$ cat src/rtl/lsu_pkg.sv
// Shared types and constants for the load/store unit: FSM states, RV32I size codes,
// response error codes, latched request payload and the accept-time request check.
package lsu_pkg;

  localparam int unsigned XLEN = 32;

  typedef enum logic [2:0] {
    S_IDLE,
    S_READ,
    S_WRITE,
    S_RMW_READ,
    S_RMW_WRITE,
    S_RESP
  } state_e;

  localparam logic [2:0] F3_B  = 3'd0;
  localparam logic [2:0] F3_H  = 3'd1;
  localparam logic [2:0] F3_W  = 3'd2;
  localparam logic [2:0] F3_BU = 3'd4;
  localparam logic [2:0] F3_HU = 3'd5;

  localparam logic [1:0] ERR_NONE     = 2'b00;
  localparam logic [1:0] ERR_MISALIGN = 2'b01;
  localparam logic [1:0] ERR_TIMEOUT  = 2'b10;
  localparam logic [1:0] ERR_ILLEGAL  = 2'b11;

  // Only the fields the datapath still needs after accept.
  typedef struct packed {
    logic [2:0]  funct3;
    logic [1:0]  lane;
    logic [15:0] wdata;
  } req_t;

  // Illegal size wins over misalignment.
  function automatic logic [1:0] check_req(input logic we, input logic [2:0] funct3,
                                           input logic [1:0] lane);
    logic [1:0] code;
    code = ERR_NONE;
    if (we ? (funct3 > F3_W) : !(funct3 inside {F3_B, F3_H, F3_W, F3_BU, F3_HU}))
      code = ERR_ILLEGAL;
    else if ((funct3 == F3_H || funct3 == F3_HU) && lane[0])
      code = ERR_MISALIGN;
    else if (funct3 == F3_W && lane != 2'b00)
      code = ERR_MISALIGN;
    return code;
  endfunction

endpackage

$ cat src/rtl/lsu_if.sv
// Word-wide memory-access bus between the lsu (master) and the mmu (slave).
interface lsu_if;
  import lsu_pkg::*;

  logic [XLEN-1:0] virtual_addr;
  logic [XLEN-1:0] data_in;
  logic [XLEN-1:0] data_out;
  logic            mem_read;
  logic            mem_write;
  logic            mem_ready;

  modport master (
    output virtual_addr, data_in, mem_read, mem_write,
    input  data_out, mem_ready
  );

  modport slave (
    input  virtual_addr, data_in, mem_read, mem_write,
    output data_out, mem_ready
  );
endinterface

$ cat src/rtl/lsu_align.sv
// Byte/half lane steering: load extract with sign/zero extension and sub-word store merge.
module lsu_align
  import lsu_pkg::*;
(
  input  logic [XLEN-1:0] rword,
  input  logic [15:0]     wdata,
  input  logic [1:0]      lane,
  input  logic [2:0]      funct3,
  output logic [XLEN-1:0] load_data,
  output logic [XLEN-1:0] merged
);

  logic [7:0]  byte_sel;
  logic [15:0] half_sel;

  assign byte_sel = rword[{lane, 3'b000} +: 8];
  assign half_sel = rword[{lane[1], 4'b0000} +: 16];

  always_comb begin
    load_data = rword;
    case (funct3)
      F3_B:    load_data = {{24{byte_sel[7]}}, byte_sel};
      F3_BU:   load_data = {24'd0, byte_sel};
      F3_H:    load_data = {{16{half_sel[15]}}, half_sel};
      F3_HU:   load_data = {16'd0, half_sel};
      default: load_data = rword;
    endcase
  end

  // Untouched lanes of the old word pass through.
  always_comb begin
    merged = rword;
    case (funct3)
      F3_B:    merged[{lane, 3'b000} +: 8]     = wdata[7:0];
      F3_H:    merged[{lane[1], 4'b0000} +: 16] = wdata;
      default: merged = rword;
    endcase
  end

endmodule

$ cat src/rtl/lsu.sv
// Load/store unit: one load or store per transaction toward the mmu, sub-word stores
// as read-modify-write. Define LSU_TIMEOUT_EN to bound strobes to TIMEOUT_CYCLES.
module lsu
  import lsu_pkg::*;
#(
  parameter int unsigned TIMEOUT_CYCLES = 64
) (
  input  logic            clk,
  input  logic            rst,
  input  logic            req_valid,
  output logic            req_ready,
  input  logic            req_we,
  input  logic [2:0]      req_funct3,
  input  logic [XLEN-1:0] req_addr,
  input  logic [XLEN-1:0] req_wdata,
  output logic            resp_valid,
  output logic [XLEN-1:0] resp_rdata,
  output logic            resp_err,
  output logic [1:0]      resp_err_code,
  lsu_if.master           mem
);

  state_e          state_q, state_d;
  req_t            req_q, req_d;
  logic [XLEN-1:0] vaddr_d, din_d, rdata_d;
  logic            rvalid_d, err_d;
  logic [1:0]      code_d;
  logic [1:0]      req_code;
  logic [XLEN-1:0] load_data, merged;
  logic            timeout;

  assign req_ready = (state_q == S_IDLE) && !rst;
  assign req_code  = check_req(req_we, req_funct3, req_addr[1:0]);

  lsu_align u_align (
    .rword     (mem.data_out),
    .wdata     (req_q.wdata),
    .lane      (req_q.lane),
    .funct3    (req_q.funct3),
    .load_data (load_data),
    .merged    (merged)
  );

`ifdef LSU_TIMEOUT_EN
  localparam int unsigned CNT_W = $clog2(TIMEOUT_CYCLES + 1);

  logic [CNT_W-1:0] cnt_q, cnt_d;

  // Counts strobe-high cycles without mem_ready; restarts on every state change.
  always_comb begin
    cnt_d   = cnt_q;
    timeout = 1'b0;
    if ((mem.mem_read || mem.mem_write) && !mem.mem_ready) begin
      if (cnt_q == CNT_W'(TIMEOUT_CYCLES - 1)) timeout = 1'b1;
      else                                     cnt_d   = cnt_q + 1'b1;
    end
  end

  always_ff @(posedge clk) begin
    if (rst || state_d != state_q) cnt_q <= '0;
    else                           cnt_q <= cnt_d;
  end
`else
  logic unused_timeout_cycles;
  assign timeout               = 1'b0;
  assign unused_timeout_cycles = ^TIMEOUT_CYCLES;
`endif

  always_comb begin
    state_d  = state_q;
    req_d    = req_q;
    vaddr_d  = mem.virtual_addr;
    din_d    = mem.data_in;
    rvalid_d = 1'b0;
    rdata_d  = '0;
    err_d    = 1'b0;
    code_d   = ERR_NONE;

    case (state_q)
      S_IDLE: begin
        if (req_valid) begin
          req_d   = '{funct3: req_funct3, lane: req_addr[1:0], wdata: req_wdata[15:0]};
          vaddr_d = {req_addr[XLEN-1:2], 2'b00};
          if (req_code != ERR_NONE) begin
            state_d  = S_RESP;
            rvalid_d = 1'b1;
            err_d    = 1'b1;
            code_d   = req_code;
          end else if (!req_we) begin
            state_d = S_READ;
          end else if (req_funct3 == F3_W) begin
            state_d = S_WRITE;
            din_d   = req_wdata;
          end else begin
            state_d = S_RMW_READ;
          end
        end
      end
      S_READ: begin
        if (mem.mem_ready) begin
          state_d  = S_RESP;
          rvalid_d = 1'b1;
          rdata_d  = load_data;
        end
      end
      S_RMW_READ: begin
        if (mem.mem_ready) begin
          state_d = S_RMW_WRITE;
          din_d   = merged;
        end
      end
      S_WRITE, S_RMW_WRITE: begin
        if (mem.mem_ready) begin
          state_d  = S_RESP;
          rvalid_d = 1'b1;
        end
      end
      S_RESP:  state_d = S_IDLE;
      default: state_d = S_IDLE;
    endcase

    // A timed-out RMW read skips its write phase.
    if (timeout) begin
      state_d  = S_RESP;
      rvalid_d = 1'b1;
      rdata_d  = '0;
      err_d    = 1'b1;
      code_d   = ERR_TIMEOUT;
    end
  end

  always_ff @(posedge clk) begin
    if (rst) begin
      state_q          <= S_IDLE;
      req_q            <= '0;
      mem.virtual_addr <= '0;
      mem.data_in      <= '0;
      mem.mem_read     <= 1'b0;
      mem.mem_write    <= 1'b0;
      resp_valid       <= 1'b0;
      resp_rdata       <= '0;
      resp_err         <= 1'b0;
      resp_err_code    <= ERR_NONE;
    end else begin
      state_q          <= state_d;
      req_q            <= req_d;
      mem.virtual_addr <= vaddr_d;
      mem.data_in      <= din_d;
      mem.mem_read     <= (state_d == S_READ) || (state_d == S_RMW_READ);
      mem.mem_write    <= (state_d == S_WRITE) || (state_d == S_RMW_WRITE);
      resp_valid       <= rvalid_d;
      resp_rdata       <= rdata_d;
      resp_err         <= err_d;
      resp_err_code    <= code_d;
    end
  end

endmodule

$ cat src/flat_wrapper.sv
// flat-port wrapper written by rule: the top's interface ports become plain ports
module lsu_flat import lsu_pkg::*;
#(
  parameter int unsigned TIMEOUT_CYCLES = 64
)
  (clk, rst, req_valid, req_ready, req_we, req_funct3, req_addr, req_wdata, resp_valid, resp_rdata, resp_err, resp_err_code, mem_virtual_addr, mem_data_in, mem_mem_read, mem_mem_write, mem_data_out, mem_mem_ready);
  lsu_if mem_i ();
  input  logic clk;
  input  logic rst;
  input  logic req_valid;
  output logic req_ready;
  input  logic req_we;
  input  logic [2:0] req_funct3;
  input  logic [XLEN-1:0] req_addr;
  input  logic [XLEN-1:0] req_wdata;
  output logic resp_valid;
  output logic [XLEN-1:0] resp_rdata;
  output logic resp_err;
  output logic [1:0] resp_err_code;
  output wire logic [$bits(mem_i.virtual_addr)-1:0] mem_virtual_addr;
  output wire logic [$bits(mem_i.data_in)-1:0] mem_data_in;
  output wire logic [$bits(mem_i.mem_read)-1:0] mem_mem_read;
  output wire logic [$bits(mem_i.mem_write)-1:0] mem_mem_write;
  input wire logic [$bits(mem_i.data_out)-1:0] mem_data_out;
  input wire logic [$bits(mem_i.mem_ready)-1:0] mem_mem_ready;
  assign mem_virtual_addr = mem_i.virtual_addr;
  assign mem_data_in = mem_i.data_in;
  assign mem_mem_read = mem_i.mem_read;
  assign mem_mem_write = mem_i.mem_write;
  assign mem_i.data_out = mem_data_out;
  assign mem_i.mem_ready = mem_mem_ready;
  lsu #(.TIMEOUT_CYCLES(TIMEOUT_CYCLES)) u_core (.clk(clk), .rst(rst), .req_valid(req_valid), .req_ready(req_ready), .req_we(req_we), .req_funct3(req_funct3), .req_addr(req_addr), .req_wdata(req_wdata), .resp_valid(resp_valid), .resp_rdata(resp_rdata), .resp_err(resp_err), .resp_err_code(resp_err_code), .mem(mem_i));
endmodule
$ cat config.mk
export PLATFORM = sky130hd
export DESIGN_NAME = lsu_flat
export DESIGN_NICKNAME = d
export VERILOG_FILES = /design/src/rtl/lsu_pkg.sv /design/src/rtl/lsu_if.sv /design/src/rtl/lsu_align.sv /design/src/rtl/lsu.sv /design/src/flat_wrapper.sv
export SDC_FILE = /design/constraint.sdc
export NUM_CORES = 1
export LEC_CHECK = 0
export ABC_CLOCK_PERIOD_IN_PS = 5600
export BUFFER_PORTS_ARGS = -buffer_cell sky130_fd_sc_hd__buf_2
export CORE_ASPECT_RATIO = 1.5
export CORE_MARGIN = 8
export CORE_UTILIZATION = 55
export DETAILED_ROUTE_END_ITERATION = 12
export GPL_TIMING_DRIVEN = 1
export PLACE_DENSITY = 0.93
export SLEW_MARGIN = 40
export SYNTH_ARGS = -nofsm -noshare
export SYNTH_HDL_FRONTEND = slang
export SYNTH_HIERARCHICAL = 1
export SYNTH_SLANG_ARGS = --single-unit
$ cat constraint.sdc
create_clock -name clk -period 5.6 [get_ports clk]
set_input_delay 0.84 -clock clk [delete_from_list [all_inputs] [get_ports clk]]
set_output_delay 0.84 -clock clk [all_outputs]
set_load 0.03 [all_outputs]
# Word-level counts from Yosys, hierarchy flattened

Index checks and enable logic that the tools add are counted.

Memories: 0
Bits in latches: 0
Logic and storage cells: 92
Bits in registers: 124
Input bits: 104
Output and inout port bits: 103
Bits in writable memories: 0
Bits in read-only memories: 0

$lt $le $gt $ge: 1
Reduce and logical (&&, ||, !) cells: 21
Mux-type cells: 25
$add $sub $neg: 2
Div/mod/pow operators: 0
Eq/ne operators: 20
Bitwise gates (word level): 5
Multiply operators: 0
Shift-type cells: 6

Operators by type and width:

| operator                                               | number |
|---|---|
| 2-to-1 mux 32 bit                                      | 5 |
| case mux 32 bit (2 select lines)                       | 2 |
| case mux 32 bit (4 select lines)                       | 1 |
| bitwise mux 32 bit                                     | 2 |
| variable shift 16 x 7 -> 32 bit (first input constant) | 1 |
| variable shift 8 x 7 -> 32 bit (first input constant)  | 1 |
| variable part select 16 x 7 -> 32 bit                  | 1 |
| variable part select 32 x 6 -> 16 bit                  | 1 |
| variable part select 32 x 6 -> 8 bit                   | 1 |
| variable part select 8 x 7 -> 32 bit                   | 1 |
| == test 3 bit (second input constant)                  | 6 |
| == test 3 x 2 -> 1 bit (second input constant)         | 5 |
| 2-to-1 mux 3 bit                                       | 5 |
| negation 5 -> 7 bit                                    | 2 |
| == test 3 x 1 -> 1 bit (second input constant)         | 4 |
| inequality test 2 bit (second input constant)          | 5 |
| zero test 3 bit                                        | 3 |
| case mux 3 bit (3 select lines)                        | 1 |
| 2-to-1 mux 1 bit                                       | 7 |
| AND reduction 6 bit                                    | 1 |
| nonzero test 2 bit                                     | 3 |
| OR reduction 3 bit                                     | 2 |
| inverter 1 bit                                         | 5 |
| nonzero test 5 bit                                     | 1 |
| 9 further kinds                                        | 14 |

# Logic depth before layout (Yosys ltp)

Depth in word-level cells: 11
Depth in mapped cells: 11
Gate-level depth less buffers: 8

# Modules after synthesis

Netlist, hierarchy kept.

By module, submodules not included:

| module    | area an instance (um^2) | instances | sequential area each (um^2) | cells an instance |
|---|---|---|---|---|
| lsu       | 4649.5                  | 1         | 2482.4                      | 493 |
| lsu_align | 1413.9                  | 1         | 0.0                         | 230 |

# Least setup slack after synthesis

OpenSTA, ideal clock, no wires.

Kind: input to output
Start point: input rst
End point: output req_ready
Stages: 3
Data required time: 4.760 ns
Path slack: 3.018 ns
Arrival: 1.742 ns
Cell sequence: clkbuf_1 or2_2 nor2_1

Cells in the longest elaborated chain, start to end: 2

Ends and longest elaborated chain:

| item               | line               | source |
|---|---|---|
| start: declaration | flat_wrapper.sv:9  | `input logic rst;` |
| zero test 1 bit    | lsu.sv:32          | `assign req_ready = (state_q == S_IDLE) && !rst;` |
| logical AND 1 bit  | lsu.sv:32          |  |
| end: declaration   | flat_wrapper.sv:11 | `output logic req_ready;` |

No other way between the ends.

# Worst setup path in the final report

Start point: register u_core/req_q[17] (netlist name)
End point: register u_core.mem.data_in[17]

Cells in the longest elaborated chain, start to end: 6

Ends and longest elaborated chain:

| item                                                                | line                             | source |
|---|---|---|
| start: declaration                                                  | lsu.sv:24                        | `req_t req_q, req_d;` |
| start signal: assignment                                            | lsu.sv:146                       | `req_q <= req_d;` |
| negation 5 -> 7 bit, on equally long branches                       | lsu_align.sv:35, lsu_align.sv:34 |  |
| variable part select 16 x 7 -> 32 bit, or another cell as far along | lsu_align.sv:35                  | `F3_H: merged[{lane[1], 4'b0000} +: 16] = wdata;` |
| bitwise mux 32 bit, on equally long branches                        | lsu_align.sv:35, lsu_align.sv:34 |  |
| case mux 32 bit (2 select lines) (*)                                | lsu_align.sv:33                  | `case (funct3)` |
| named net u_core.merged[17]                                         | lsu.sv:29                        | `logic [XLEN-1:0] load_data, merged;` |
| 2-to-1 mux 32 bit (*)                                               | lsu.sv:107                       | `if (mem.mem_ready) begin` |
| case mux 32 bit (2 select lines) (*)                                | lsu.sv:79                        | `case (state_q)` |
| end signal: assignment                                              | lsu.sv:148                       | `mem.data_in <= din_d;` |
| end: declaration                                                    | lsu_if.sv:13                     | `output virtual_addr, data_in, mem_read, mem_write,` |

The timed path passes the listed nets; every way through them passes the cells marked *. The select of a mux whose other input is x is not followed.
A chain may end at the register's enable or synchronous reset.

==> impl_metrics.toml <==
[status]
outcome = "completed"

[finish]
final_common_cell = "buf_2"
area_growth_pct = 25.9
fin_nets = 1006
finish.utilization_pct = 70.1
layoutNonFillerInstCount = 1058
mostFrequentLayoutCells = "203 x buf_2, 183 x nand2_1, 123 x dfxtp_1"
drive_gt1_share_pct = 31.8
finalInstanceArea_um2 = 7630
fillerInstances = 825

[sta]
fin_setup_tns_ps = 0
post-route-period-util_pct = 50.2
hold_viol = 0
worst_slew_pin_slew_ps = 845
fin_skew_ps = 6.01
final_max_slew_viol_count = 0
fmax_mhz = 356
slew_headroom_pct = 43.6
post-route-min-period_ps = 2810
grt_setup_unrepaired = "false"
setup_viol = 0

[cts]
cts_buffers = 17
cts.sinks = 124
clock_latency_ps = 410
post_cts_buffers = 0
tritoncts = "done"
clock_path_buffers = 2
clk_pin_slew_worst_paths_ps = 60
hold_buffers = 0
clock-root-buffer = "clkbuf_16"
ctsResizeCount = 0
cts_max_level = 4

[die]
core_area_um2 = 10900
rows = 47
dieArea_um2 = 14700
initial_utilization_pct = 55.7
ios = 207
die_w_um = 102
die_h_um = 145

[routing]
ant_nets = 0
via_per_inst = 5.69
drtIter0Drc = 603
first_pass_iters = 6
drt_wl_total_mm = 19.5
num_vias = 6022
routedWlPerCell_um = 18.5
drc = 0

[grt]
grt_pass1_wl_mm = 29.3
antenna_found_initial = 2
grt_max_degree = 92
first_global_vias = 5786
grt_overflow = 0
grt_use_total_pct = 26.1

[pwr]
switchingPower_w = 0.000779
ir_drop_mv = 0.237
power_frac_comb_pct = 20.9
p_per_area_nw_per_um2 = 332
leakagePower_nw = 3.64
switching_share_pct = 30.7
internal_power_w = 0.00176
seq_power_share_pct = 38.5
clkPwrFrac_pct = 40.5

[setup_path]
worstSetupStartpointType = "flip-flop"
crit_required_ps = 5900
worstPathArrival_ps = 3110
worst-path-max-fanout = 42
endpoint_kind = "flip-flop"
crit_type = "flip-flop to flip-flop"

[logic_synthesis]
synth_edf_count = 0
synth.area.top_cells = "dfxtp_1 41%, nand2_1 11%, a211oi_2 5.8%"
synth_compound_area_share_pct = 23.9
ys.flop_type = "dfxtp_1"
synth_cell_types = 51
yosysSeqAreaShare_pct = 40.9
syn_inst = 723
synth_mux_area_share_pct = 6.73
syn_avg_cell_area_um2 = 8.39
synth_seq_cells = 124
synth_xor_area_share_pct = 0.289
synth_largest_area_cell = "dfxtp_1"
yosys.area_share.adder_pct = 1.03
yosys_warnings = 6
synth-simple-area-share_pct = 21.8
async_reset_ff_share_pct = 0
synthesis.area_um2 = 6060
synth_top_family_by_area = "compound AO/OA/AOI/OAI gates"
yosysTopAreaCellShare_pct = 40.9

[placement]
dpl.hpwl_mm = 13.8
io_buffers = 204
gp_congestion = 0.974
dpl_cell_area_um2 = 7070
place_inst = 1025

[run]
maxCapViolCount = 0

[hold_path]
min_path_type = "flip-flop to flip-flop"
==> final timing paths <==
kind	from	end	slack [ps]	depth (start not counted)
worst max-delay path	u_core/req_q[17]	u_core/mem.data_in[17]	2790	9
worst min-delay path	u_core/mem.virtual_addr[24]	u_core/mem.virtual_addr[24]	450	2
worst max register to register	u_core/req_q[17]	u_core/mem.data_in[17]	2790	9
worst min register to register	u_core/mem.virtual_addr[24]	u_core/mem.virtual_addr[24]	450	2
==> sequential cells by signal, summed over array words and instances (netlist names) <==
register,cells
u_core/mem.virtual_addr,30
u_core/resp_valid,1
u_core/req_q,21
u_core/mem.mem_read,1
u_core/mem.data_in,32
u_core/mem.mem_write,1
u_core/resp_err,1
u_core/resp_rdata,32
u_core/resp_err_code,2
u_core/state_q,3
==> metrics by stage <==
stage / setup slack, ps / total power [W] / hold slack [ps]
final: 2790 / 0.00254 / 448
after floorplan: 3020 / 0.00135 / 435
after CTS: 2810 / 0.00254 / 451
after detailed placement: 2710 / 0.00151 / 443
after global placement: 2560 / 0.00150 / 438
after global routing: 2670 / 0.00264 / 471
==> power by group through the flow <==
stage / clock, W / sequential, W / combinational, W
2_1_floorplan: 0 / 0.00105 / 0.000306
3_3_place_gp: 0 / 0.000992 / 0.000506
4_1_cts: 0.00104 / 0.000976 / 0.000522
3_5_place_dp: 0 / 0.000994 / 0.000514
5_1_grt: 0.00109 / 0.000984 / 0.000570
6_report: 0.00103 / 0.000978 / 0.000532
==> logic make-up (layout without fill, tap and decap cells) <==
kind of cell    after synthesis  after routing
fa+ha+maj                     5              5
xor+xnor                      2              2
buf+inv                      65            250
other cells                   1              4
simple gates                299            299
mux                          39             39
flops                       124            124
compound gates              188            188
==> cell usage after synthesis, drive strengths merged, types with 3 or more instances <==
cell,count
mux2i,34
inv,7
a22oi,5
buf,23
dfxtp,124
a22o,25
a21oi,57
mux2,4
nand2,183
and2,33
nor3,4
clkbuf,35
nand3,13
a21boi,9
o21ai,24
nor2,44
a221o,14
a211oi,34
o211ai,3
nor4bb,3
a21o,7
ha,5
nor2b,5
==> worst max-delay path: stages, from the launching register on <==
cell and delay (ps):
dfxtp_1 300, buf_4 360, inv_1 330, ha_1 420, nor2b_1 250, nand4_1 140, o31ai_2 210, a22o_1 250
mux2i_1 70, a211oi_1 350
==> layer usage <==
layer / vias up / part of all wire [%] / track usage [%] / routed length, um
met2: 323 / 50 / 44.5 / 9800
met4: 0 / 5.6 / 17.7 / 1090
li1: 2860 / - / - / -
met3: 72 / 9.9 / 9.88 / 1940
met5: - / 0 / 0 / 0
met1: 2767 / 34 / 25.4 / 6710
==> final cells by class <==
cell class	instances	area, um^2	area share (%)
Inverter	7	26.3	0.344
Clock inverter	11	93.8	1.23
Timing Repair Buffer	212	1090	14.2
Antenna cell	2	5.00	0.0656
Multi-Input combinational cell	535	3280	43.0
Clock buffer	20	467	6.12
Sequential cell	124	2480	32.5
Tap cell	147	184	2.41
No activity file was read; power rests on OpenSTA's default activity.
